## config.mk

```make
export PLATFORM = sky130hd
export DESIGN_NAME = uart_host_ldr
export DESIGN_NICKNAME = d
export VERILOG_FILES = /design/src/rtl/uart_host_ldr.sv
export SDC_FILE = /design/constraint.sdc
export NUM_CORES = 1
export LEC_CHECK = 0
export CORE_ASPECT_RATIO = 0.7
export CORE_MARGIN = 3
export CORE_UTILIZATION = 45
export CTS_CLUSTER_DIAMETER = 50
export DETAILED_ROUTE_END_ITERATION = 7
export PLACE_DENSITY = 0.73
export SLEW_MARGIN = 0
export SYNTH_ARGS = -nofsm -noshare
export SYNTH_HDL_FRONTEND = slang
export SYNTH_SLANG_ARGS = --single-unit
```

## constraint.sdc

```tcl
create_clock -name clk_i -period 2.8 [get_ports clk_i]
set_input_delay 0.56 -clock clk_i [delete_from_list [all_inputs] [get_ports clk_i]]
set_output_delay 0.56 -clock clk_i [all_outputs]
set_load 0.1 [all_outputs]
```

## src/rtl/uart_host_ldr.sv

```systemverilog
// Host-side initiator of the UART RAM-load protocol.
// Emits CPU_RST, CONF_WR, 8 config bytes and DATA_WR/DATA_RD. In load mode it
// then forwards the payload and sends CPU_RUN. In readback mode it collects len
// bytes from the rx side, with an inter-byte timeout.
`timescale 1ns/1ps
module uart_host_ldr #(
  parameter int XLEN        = 32,
  parameter int TIMEOUT_CYC = 1000000
) (
  input  logic            clk_i,
  input  logic            rst_n_i,
  input  logic            start_i,
  input  logic            mode_i,
  input  logic [XLEN-1:0] base_addr_i,
  input  logic [XLEN-1:0] len_i,
  input  logic [7:0]      src_data_i,
  input  logic            src_vld_i,
  output logic            src_rdy_o,
  output logic [7:0]      tx_data_o,
  output logic            tx_vld_o,
  input  logic            tx_rdy_i,
  input  logic [7:0]      rx_data_i,
  input  logic            rx_vld_i,
  output logic            rx_rdy_o,
  output logic [7:0]      rd_data_o,
  output logic            rd_vld_o,
  output logic            busy_o,
  output logic            done_o,
  output logic            err_o
);

  localparam int            TW       = $clog2(TIMEOUT_CYC + 1);
  localparam logic [TW-1:0] TMO_LAST = TW'(TIMEOUT_CYC - 1);
  localparam logic [7:0]    CPU_RST  = 8'h2A;
  localparam logic [7:0]    CPU_RUN  = 8'h2B;
  localparam logic [7:0]    CONF_WR  = 8'h2C;
  localparam logic [7:0]    DATA_WR  = 8'h2E;
  localparam logic [7:0]    DATA_RD  = 8'h2F;

  typedef enum logic [3:0] {
    S_IDLE, S_CMD_RST, S_CMD_CONF, S_CONF_B, S_CMD_DATA,
    S_PAYLOAD, S_CMD_RUN, S_RDBACK, S_DONE, S_ERR
  } state_t;

  state_t          state_q, state_d;
  logic [2:0]      idx_q, idx_d;
  logic            mode_q;
  logic [XLEN-1:0] base_q, lenm1_q, cnt_q;
  logic [7:0]      tx_byte_q, tx_ld_byte;
  logic            tx_pend_q, tx_ld;
  logic            tx_armed_q, tx_low_q;
  logic [7:0]      rd_data_q;
  logic            rd_vld_q, rx_rdy_q;
  logic [TW-1:0]   tmo_q;
  logic            tx_acc, src_acc, rx_acc, cnt_zero, rd_take;

  // Config field: base address then (len-1), both little-endian.
  function automatic logic [7:0] cfg_byte(input logic [2:0] idx, input logic [31:0] base,
                                          input logic [31:0] lenm1);
    logic [63:0] cfg;
    cfg = {lenm1, base};
    return cfg[{idx, 3'b000} +: 8];
  endfunction

  assign cnt_zero  = (cnt_q == '0);
  assign tx_vld_o  = tx_pend_q && tx_armed_q;
  assign tx_data_o = tx_byte_q;
  assign tx_acc    = tx_vld_o && tx_rdy_i;
  assign src_rdy_o = (state_q == S_PAYLOAD) && !tx_pend_q && !cnt_zero;
  assign src_acc   = src_vld_i && src_rdy_o;
  assign rx_rdy_o  = rx_rdy_q;
  assign rx_acc    = rx_vld_i && rx_rdy_q;
  assign rd_take   = (state_q == S_RDBACK) && rx_acc && !cnt_zero;
  assign rd_data_o = rd_data_q;
  assign rd_vld_o  = rd_vld_q;
  assign busy_o    = !(state_q inside {S_IDLE, S_DONE, S_ERR});
  assign done_o    = (state_q == S_DONE);
  assign err_o     = (state_q == S_ERR);

  // FSM state register.
  always_ff @(posedge clk_i or negedge rst_n_i) begin
    if (!rst_n_i) state_q <= S_IDLE;
    else          state_q <= state_d;
  end

  // Next state and the byte to queue for tx when a state is entered.
  always_comb begin
    state_d    = state_q;
    idx_d      = idx_q;
    tx_ld      = 1'b0;
    tx_ld_byte = 8'h00;
    case (state_q)
      S_IDLE: if (start_i) begin
        if (len_i == '0) state_d = S_ERR;
        else begin
          state_d = S_CMD_RST; tx_ld = 1'b1; tx_ld_byte = CPU_RST;
        end
      end
      S_CMD_RST: if (tx_acc) begin
        state_d = S_CMD_CONF; tx_ld = 1'b1; tx_ld_byte = CONF_WR;
      end
      S_CMD_CONF: if (tx_acc) begin
        state_d = S_CONF_B; idx_d = 3'd0; tx_ld = 1'b1;
        tx_ld_byte = cfg_byte(3'd0, 32'(base_q), 32'(lenm1_q));
      end
      S_CONF_B: if (tx_acc) begin
        tx_ld = 1'b1;
        if (idx_q == 3'd7) begin
          state_d = S_CMD_DATA; tx_ld_byte = mode_q ? DATA_RD : DATA_WR;
        end else begin
          idx_d = idx_q + 3'd1;
          tx_ld_byte = cfg_byte(idx_q + 3'd1, 32'(base_q), 32'(lenm1_q));
        end
      end
      S_CMD_DATA: if (tx_acc) state_d = mode_q ? S_RDBACK : S_PAYLOAD;
      S_PAYLOAD: begin
        if (src_acc) begin
          tx_ld = 1'b1; tx_ld_byte = src_data_i;
        end else if (tx_acc && cnt_zero) begin
          state_d = S_CMD_RUN; tx_ld = 1'b1; tx_ld_byte = CPU_RUN;
        end
      end
      S_CMD_RUN: if (tx_acc) state_d = S_DONE;
      S_RDBACK: begin
        if (cnt_zero)                          state_d = S_DONE;
        else if (!rx_acc && tmo_q == TMO_LAST) state_d = S_ERR;
      end
      S_DONE:  state_d = S_IDLE;
      S_ERR:   state_d = S_IDLE;
      default: state_d = S_IDLE;
    endcase
  end

  // Pending tx byte; ready must go low then high again before the next byte is shown.
  always_ff @(posedge clk_i or negedge rst_n_i) begin
    if (!rst_n_i) begin
      tx_byte_q <= 8'h00; tx_pend_q <= 1'b0; tx_armed_q <= 1'b1; tx_low_q <= 1'b0;
    end else begin
      if (tx_ld) begin
        tx_byte_q <= tx_ld_byte; tx_pend_q <= 1'b1;
      end else if (tx_acc) begin
        tx_pend_q <= 1'b0;
      end
      if (tx_acc) begin
        tx_armed_q <= 1'b0; tx_low_q <= 1'b0;
      end else if (!tx_armed_q) begin
        if (!tx_rdy_i)     tx_low_q <= 1'b1;
        else if (tx_low_q) tx_armed_q <= 1'b1;
      end
    end
  end

  // Request capture and the shared payload/readback byte counter.
  always_ff @(posedge clk_i or negedge rst_n_i) begin
    if (!rst_n_i) begin
      mode_q <= 1'b0; base_q <= '0; lenm1_q <= '0; cnt_q <= '0; idx_q <= 3'd0;
    end else begin
      idx_q <= idx_d;
      if (state_q == S_IDLE && start_i) begin
        mode_q  <= mode_i;
        base_q  <= base_addr_i;
        lenm1_q <= len_i - XLEN'(1);
        cnt_q   <= len_i;
      end else if (src_acc || rd_take) begin
        cnt_q <= cnt_q - XLEN'(1);
      end
    end
  end

  // Readback capture and inter-byte timeout; rx is always drained once out of reset.
  always_ff @(posedge clk_i or negedge rst_n_i) begin
    if (!rst_n_i) begin
      rx_rdy_q <= 1'b0; rd_vld_q <= 1'b0; rd_data_q <= 8'h00; tmo_q <= '0;
    end else begin
      rx_rdy_q <= 1'b1;
      rd_vld_q <= rd_take;
      if (rd_take) rd_data_q <= rx_data_i;
      if (state_q != S_RDBACK || rx_acc) tmo_q <= '0;
      else                               tmo_q <= tmo_q + TW'(1);
    end
  end

endmodule
```

## After elaboration in Yosys (flattened, before gate mapping)

Cells that the tools add are included.

| word-level totals | value |
|---|---|
| register bits | 145 |
| output and inout bits | 23 |
| logic and storage cells | 118 |

| cells by class | value |
|---|---|
| $add $sub $neg | 4 |
| equality and inequality tests | 25 |
| shift operators | 1 |
| multiplexer cells | 46 |
| reductions and logical operators | 28 |

Operator list:

| cell | count |
|---|---|
| $logic_not A32 Y1 | 2 |
| $mux W32 | 2 |
| $shiftx A64 B7 Y8 | 1 |
| $sub A32 B1 Y32 const B | 2 |
| $mux W4 | 12 |
| $pmux W8 S5 | 1 |
| $mux W8 | 4 |
| $pmux W4 S8 | 1 |
| $mux W6 | 4 |
| $add A20 B1 Y20 const B | 1 |
| $eq A20 B20 Y1 const B | 1 |
| $mux W20 | 1 |
| $ne A2 B2 Y1 const B | 9 |
| $eq A4 B3 Y1 const B | 4 |
| $mux W1 | 15 |
| $logic_and A1 B1 Y1 | 11 |
| $reduce_and A10 Y1 | 1 |
| $mux W3 | 3 |
| $eq A4 B2 Y1 const B | 2 |
| $eq A4 B4 Y1 const B | 2 |
| $ne A2 B1 Y1 const B | 3 |
| $pmux W3 S2 | 1 |
| $reduce_bool A2 Y1 | 3 |
| $eq A4 B1 Y1 const B | 1 |
| 13 further kinds | 17 |

## Logic depth before layout (Yosys ltp)

Gate-level depths: netlist of run 1.

| logic depth | value |
|---|---|
| depth in word-level cells | 7 |
| gate-level depth with buffers | 10 |

## Worst setup path before layout of run 1

OpenSTA, ideal clock, no wires.

| path | value |
|---|---|
| kind | register -> output |
| start point | register state_q[1] |
| end point | output done_o |
| arrival | 2.833 ns |
| setup slack | -0.593 ns |
| stages on the path, launching flop included | 4 |
| path through | dfrtp_1 clkbuf_1 clkbuf_1 nor3_1 |

| between the ends | value |
|---|---|
| cells in the longest elaborated chain, start to end | 1 |

Ends and longest elaborated chain:

| item | line | source |
|---|---|---|
| start, declared | 45 | `state_t state_q, state_d;` |
| start signal, assigned | 83 | `else state_q <= state_d;` |
| $eq A4 B4 Y1 | 77 | `assign done_o = (state_q == S_DONE);` |
| end, declared | 28 | `output logic done_o,` |

Every way passes these cells.

## Worst setup path in the final report of run 1

| path | value |
|---|---|
| start point | register cnt_q[1] |
| end point | output src_rdy_o |

| between the ends | value |
|---|---|
| cells in the longest elaborated chain, start to end | 3 |

Ends and longest elaborated chain:

| item | line | source |
|---|---|---|
| start, declared | 48 | `logic [XLEN-1:0] base_q, lenm1_q, cnt_q;` |
| start signal, assigned | 163 | `cnt_q <= len_i;` |
| start signal, assigned | 165 | `cnt_q <= cnt_q - XLEN'(1);` |
| $logic_not A32 Y1 | 65 | `assign cnt_zero = (cnt_q == '0);` |
| $logic_not A1 Y1 | 69 | `assign src_rdy_o = (state_q == S_PAYLOAD) && !tx_pend_q && !cnt_zero;` |
| $logic_and A1 B1 Y1 | 69 |  |
| end, declared | 18 | `output logic src_rdy_o,` |

Every way passes these cells.

==> impl_metrics.json, run 1 <==
{
  "setup_tns_ps": -1047,
  "die-area_um2": 18940,
  "ys_warn_count": 0,
  "synth-seq-area-share": 0.4662,
  "yosys.area.top_type_share": 0.4628,
  "synth-edff-count": 0,
  "clk_pin_slew_ps": 80,
  "ys_top_cells_by_count": "nand2_1 (184), dfrtp_1 (144), nor2_1 (73)",
  "place_area_um2": 9817,
  "min_period_over_period": 1.075,
  "wire_per_inst_um": 17.55,
  "vias": 6952,
  "coreArea_um2": 16640,
  "crit_fanout": 2,
  "fp-row-count": 39,
  "root_buffer": "clkbuf_16",
  "async_flop_share": 1.000,
  "place.detailed.hpwl_mm": 16.60,
  "crit_family": "simple AND/OR/NAND/NOR gates",
  "grt_max_degree": 60,
  "grt_pass1_wl_mm": 35.67,
  "track_usage": 0.2409,
  "peakVddDrop_mv": 0.8816,
  "drive_gt1_frac": 0.2314,
  "synth_most_common_cell": "nand2_1",
  "critPathKind": "reg2out",
  "netlist_area_um2": 7786,
  "cts_buffer_depth": 2,
  "cp.depth": 7,
  "fin_ws_ps": -208.7,
  "finalHoldViolCount": 5,
  "drc": 0,
  "die_y_um": 116.1,
  "cts_hold_buffers": 0,
  "pre_cts_slack_ps": -357.3,
  "rsz0062_at_grt": "yes",
  "critPathRequiredTime_ps": 2240,
  "reg2reg_depth": 9,
  "pwr_density_cell_nw_per_um2": 1016,
  "drv_slew": 0,
  "gp_congestion": 0.9817,
  "avgViaCountPerCell": 5.470,
  "initial_core_util": 0.4679,
  "synth-seq-cells": 145,
  "pin_count": 110,
  "critPathLaunchType": "register",
  "path_cells": "inv_2 -> ha_4 -> or4b_4 -> or4_4 -> nor3_4 -> nor2_2 -> buf_12",
  "worstHoldPathType": "in2async",
  "syn_to_final_growth_pct": 36.44,
  "fin_nets": 1125,
  "holdWs_ps": -0.5058,
  "fin_area_um2": 10620,
  "wl_mm": 22.31,
  "die_w_um": 163.2,
  "grt_pass1_vias": 6752,
  "worst-path-buf-inv": 2,
  "htreeDepth": 4,
  "synth_top_flop_cell": "dfrtp_1",
  "first_pass_iters": 5,
  "synth_area_leaders": "dfrtp_1 (46%), nand2_1 (8.9%), xnor2_1 (4.8%), mux4_2 (4.6%), o21ai_0 (3.8%)",
  "antenna_found_initial": 0,
  "cap_violations": 0,
  "end_kind": "primary output",
  "min_period_ps": 3009,
  "syn_inst": 828,
  "failed_checks": "hold timing, setup timing",
  "relSlewSlack": 0.4646,
  "ant_nets": 0,
  "drtIter0Drc": 492,
  "cpMaxStageDelayCell": "or4_4",
  "clock-skew-final_ps": 17.28,
  "p_leak_uw": 0.004537,
  "cts_num_sinks": 145,
  "antenna_cells": 0,
  "clk_latency_ps": 430,
  "setup_viol": 16,
  "syn_nets": 920,
  "cts_tree": "yes",
  "crit_arrival_ps": 2450,
  "numCtsBuffers": 17,
  "synth_top_cell_by_area": "dfrtp_1",
  "gr-total-overflow": 0,
  "max_freq_mhz": 332.4,
  "syn_area_per_cell_um2": 9.404,
  "cp_slowest_stage_delay_ps": 480,
  "synth_cell_types": 67,
  "io_buffers": 109,
  "tightest_slew_ps": 800.1,
  "outcome": "finished with violations"
}
==> state kept, by name (all words and copies together) (netlist names), 3 cells and up <==
register,count
tmo_q,20
lenm1_q,32
base_q,32
tx_data_o,8
rd_data_o,8
cnt_q,32
idx_q,3
state_q,4
==> power by group <==
part | internal (uW) | switching [uW] | leakage (uW)
Clock | 1440 | 1000 | 0.000299
Sequential | 2940 | 613 | 0.00183
Combinational | 1960 | 2840 | 0.00241
==> kinds of logic after synthesis <==
group,Yosys count,synth area share
other cells,1,0.0004816
compound gates,118,0.09786
simple gates,408,0.2505
xor+xnor,67,0.07537
fa+ha+maj,5,0.008035
buf+inv,48,0.02539
mux,36,0.07617
flops,145,0.4662
==> final timing paths <==
path | to | slack, ps | start
worst max-delay path | src_rdy_o | -210 | cnt_q[1]
worst min-delay path | tmo_q[7] | -0.5 | rst_n_i
worst max register to register | tx_data_o[7] | -140 | cnt_q[1]
worst min register to register | base_q[31] | 470 | base_q[31]
max in group asynchronous | cnt_q[5] | 2090 | rst_n_i
min in group clk_i | base_q[31] | 470 | base_q[31]
==> area by class of cell <==
cell class              instances  area, um2
clock buffers                  18      429.2
inverters                       7      26.28
fillers                      1337       6016
clock inverters                14      193.9
flip-flops and latches        145       3630
repair buffers                227       1957
multi-input cells             635       4106
well taps                     225      281.5
==> cell usage in the layout, fill, tap and decap left out, drive strengths merged, types with 6 or more instances in the layout <==
| cell type | netlist | final |
|---|---|---|
| clkdlybuf4s50 | 0 | 85 |
| nand4 | 10 | 10 |
| xor2 | 24 | 24 |
| o21ai | 62 | 62 |
| and3 | 7 | 7 |
| a21oi | 15 | 15 |
| and2 | 6 | 6 |
| or2 | 6 | 6 |
| nor3b | 6 | 6 |
| buf | 10 | 142 |
| clkbuf | 31 | 18 |
| nand3 | 20 | 20 |
| nand2 | 184 | 184 |
| dfrtp | 144 | 144 |
| mux4 | 16 | 16 |
| inv | 7 | 14 |
| nor4 | 20 | 20 |
| mux2 | 14 | 14 |
| or3 | 12 | 12 |
| nor3 | 27 | 27 |
| mux2i | 6 | 6 |
| xnor2 | 43 | 43 |
| nor2 | 74 | 74 |
| or4 | 12 | 12 |
==> metrics by stage <==
| stage | std cells | power, uW | utilization | hold slack [ps] |
|---|---|---|---|---|
| after floorplan | 828 | 6613 | - | 264.4 |
| after global placement | 1232 | 8040 | 0.5900 | 452.6 |
| after detailed placement | 1232 | 8161 | 0.5900 | 456.9 |
| after CTS | 1270 | 10690 | 0.6323 | 9.064 |
| after global routing | 1271 | 11400 | 0.6385 | 16.79 |
| final | 1271 | 10790 | 0.6385 | -0.5058 |
==> worst reg2reg max path: cells and delay by family, from the launching register on <==
family,cells,cell delay (ps)
AO/OA/AOI/OAI,2,600
adder cells (fa/ha/maj),1,140
buffers and inverters,2,270
flip-flops,1,390
multiplexers,1,320
AND/OR/NAND/NOR,3,1110
==> per-layer routing <==
metal | GRT usage | up-vias | wire length (um) | share of wire
li1 | - | 3319 | - | -
met4 | 0.05859 | 0 | 279 | 0.013
met5 | 0 | - | 0 | 0
met3 | 0.05573 | 26 | 1670 | 0.075
met1 | 0.3495 | 3378 | 10560 | 0.47
met2 | 0.3692 | 229 | 9804 | 0.44
==> timing repair <==
action	4_1_cts	5_1_grt
pin swaps	5	6
buffers inserted	6	3
endpoints found under the setup margin	5	34
resized for setup	7	17
No activity file was read; power rests on OpenSTA's default activity.
==> run 2, diff against run 1 <==
--- a/config.mk
+++ b/config.mk
@@ -5,12 +5,13 @@
 export SDC_FILE = /design/constraint.sdc
 export NUM_CORES = 1
 export LEC_CHECK = 0
+export CAP_MARGIN = 20
 export CORE_ASPECT_RATIO = 0.7
 export CORE_MARGIN = 3
-export CORE_UTILIZATION = 45
+export CORE_UTILIZATION = 50
 export CTS_CLUSTER_DIAMETER = 50
 export DETAILED_ROUTE_END_ITERATION = 7
-export PLACE_DENSITY = 0.73
+export PLACE_DENSITY = 0.8
 export SLEW_MARGIN = 0
 export SYNTH_ARGS = -nofsm -noshare
 export SYNTH_HDL_FRONTEND = slang
==> impl_metrics.json, run 2 (synthesis gave the netlist of run 1 again) <==
{
  "fin_ws_ps": -145.3,
  "cts_hold_buffers": 0,
  "ant_nets": 0,
  "clk_pin_slew_ps": 60,
  "worstSetupEndpoint": "src_rdy_o",
  "p_switching_uw": 4393,
  "track_usage": 0.2654,
  "gr-total-overflow": 0,
  "avgViaCountPerCell": 5.884,
  "cp-startpoint": "cnt_q[7]",
  "cts_num_sinks": 145,
  "first_pass_iters": 5,
  "initial_core_util": 0.5207,
  "end_kind": "primary output",
  "gp_congestion": 0.9752,
  "fin_area_um2": 10420,
  "crit_arrival_ps": 2390,
  "outcome": "finished with violations",
  "antenna_cells": 0,
  "min_period_over_period": 1.052,
  "critPathLaunchType": "register",
  "place.detailed.hpwl_mm": 16.19,
  "coreArea_um2": 14950,
  "pwr_density_cell_nw_per_um2": 1016,
  "critPathKind": "reg2out",
  "tightest_slew_ps": 824.7,
  "die_y_um": 110.4,
  "failed_checks": "setup timing",
  "root_buffer": "clkbuf_16",
  "crit_fanout": 5,
  "p_int_uw": 6192,
  "pwr-share-clk": 0.221,
  "wire_per_inst_um": 18.69,
  "combPwrFrac": 0.442,
  "cts_buffer_depth": 2,
  "n_fill_cell": 1100,
  "r2r-start": "cnt_q[7]",
  "drc": 0,
  "critPathRequiredTime_ps": 2240,
  "vias": 7161,
  "htreeDepth": 4,
  "grt_pass1_vias": 7017,
  "finalPower_uw": 10580,
  "io_buffers": 109,
  "cap_violations": 0,
  "pin_count": 110,
  "setup_viol": 5,
  "antenna_found_initial": 1,
  "p_leak_uw": 0.004421,
  "worstHoldPathType": "in2async",
  "fin_cells": 1217,
  "fin_nets": 1102,
  "die-area_um2": 17130,
  "wl_mm": 22.75,
  "power_frac_seq": 0.336,
  "layout_common_cells": "nand2_1 (184), dfrtp_1 (143), buf_4 (113), clkdlybuf4s50_1 (85), nor2_1 (71)",
  "setup_tns_ps": -388.1,
  "grt_pass1_wl_mm": 36.34,
  "drive_gt1_frac": 0.2153,
  "drtIter0Drc": 685,
  "fp-row-count": 37,
  "finalHoldViolCount": 0,
  "max_freq_mhz": 339.5,
  "regToRegEndpoint": "tx_data_o[2]",
  "placed_cells": 1177,
  "drv_slew": 0,
  "clock-skew-final_ps": 13.21,
  "reg2reg_depth": 7,
  "cts_tree": "yes",
  "place_area_um2": 9629,
  "grt_max_degree": 80,
  "reg.largest.list": "base_q (32), cnt_q (32), lenm1_q (32)",
  "swShare": 0.4150,
  "relSlewSlack": 0.4482,
  "reg2reg_slack_ps": -70,
  "min_period_ps": 2945,
  "rsz0062_at_grt": "yes",
  "die_w_um": 155.2,
  "peakVddDrop_mv": 0.4976,
  "syn_to_final_growth_pct": 33.83,
  "clk_latency_ps": 430,
  "layout_commonest_cell": "nand2_1",
  "numCtsBuffers": 17
}
run 2: changes by cell type in the layout (fill, tap and decap cells not counted), moves of 2 or more:
cell / previous run / this run
clkinv_2: 0 / 2
buf_4: 137 / 113
buf_12: 2 / 5
inv_8: 4 / 0
run 2: metal layers:
metal / up-vias / global-route usage / routed length (um)
li1: 3277 / - / -
met1: 3509 / 0.3901 / 10120
met2: 334 / 0.3922 / 10270
met3: 39 / 0.05993 / 1859
met4: 2 / 0.08118 / 487
met5: - / 0 / 15
run 2: power by group through the flow:
| stage | logic, uW | clock network [uW] | registers (uW) |
|---|---|---|---|
| after global placement | 4350 | 0 | 3500 |
| after floorplan | 2490 | 0 | 4120 |
| after CTS | 4600 | 2350 | 3540 |
| final | 4680 | 2340 | 3560 |
| after detailed placement | 4470 | 0 | 3550 |
| after global routing | 5020 | 2460 | 3660 |
run 2: layout make-up:
type	instances	area, um2	share of cell area
inverter	7	26.28	0.002522
clock buffer	19	442.9	0.04251
clock inverter	12	157.7	0.01513
tap	195	244.0	0.02341
multi-input combinational	635	4108	0.3942
timing repair buffer	204	1810	0.1738
sequential	145	3631	0.3485
run 2: how the worst min path moves through the flow:
| stage | cells past startpoint | slack, ps | endpoint | from |
|---|---|---|---|---|
| floorplan | 0 | 260 | base_q[0] | rst_n_i |
| global placement | 2 | 450 | base_q[28] | base_q[28] |
| detailed placement | 2 | 460 | base_q[28] | base_q[28] |
| CTS | 1 | 130 | tmo_q[5] | rst_n_i |
| global route | 1 | 140 | tmo_q[5] | rst_n_i |
| finish | 1 | 100 | tmo_q[5] | rst_n_i |
run 2: metrics by stage:
step | worst slack, ps | hold WS (ps) | utilization
6_report | -145.3 | 102.2 | 0.6968
4_1_cts | -239.3 | 126.7 | 0.6899
5_1_grt | -190.9 | 138.8 | 0.6968
3_5_place_dp | -402.9 | 457.1 | 0.6440
2_1_floorplan | 21.74 | 264.4 | -
3_3_place_gp | -374.9 | 453.0 | 0.6440
run 2: what timing repair did:
action	CTS	global route
endpoints found under the setup margin	1	31
endpoints found under the hold margin	0	0
buffers inserted	6	3
pin swaps	3	5
resized for setup	8	14
run 2: critical path, stage by stage (launching register included):
cell and delay (ps):
dfrtp_2 430, or4_4 550, or4_4 550, nor3_4 180, nor2_2 90, buf_12 170
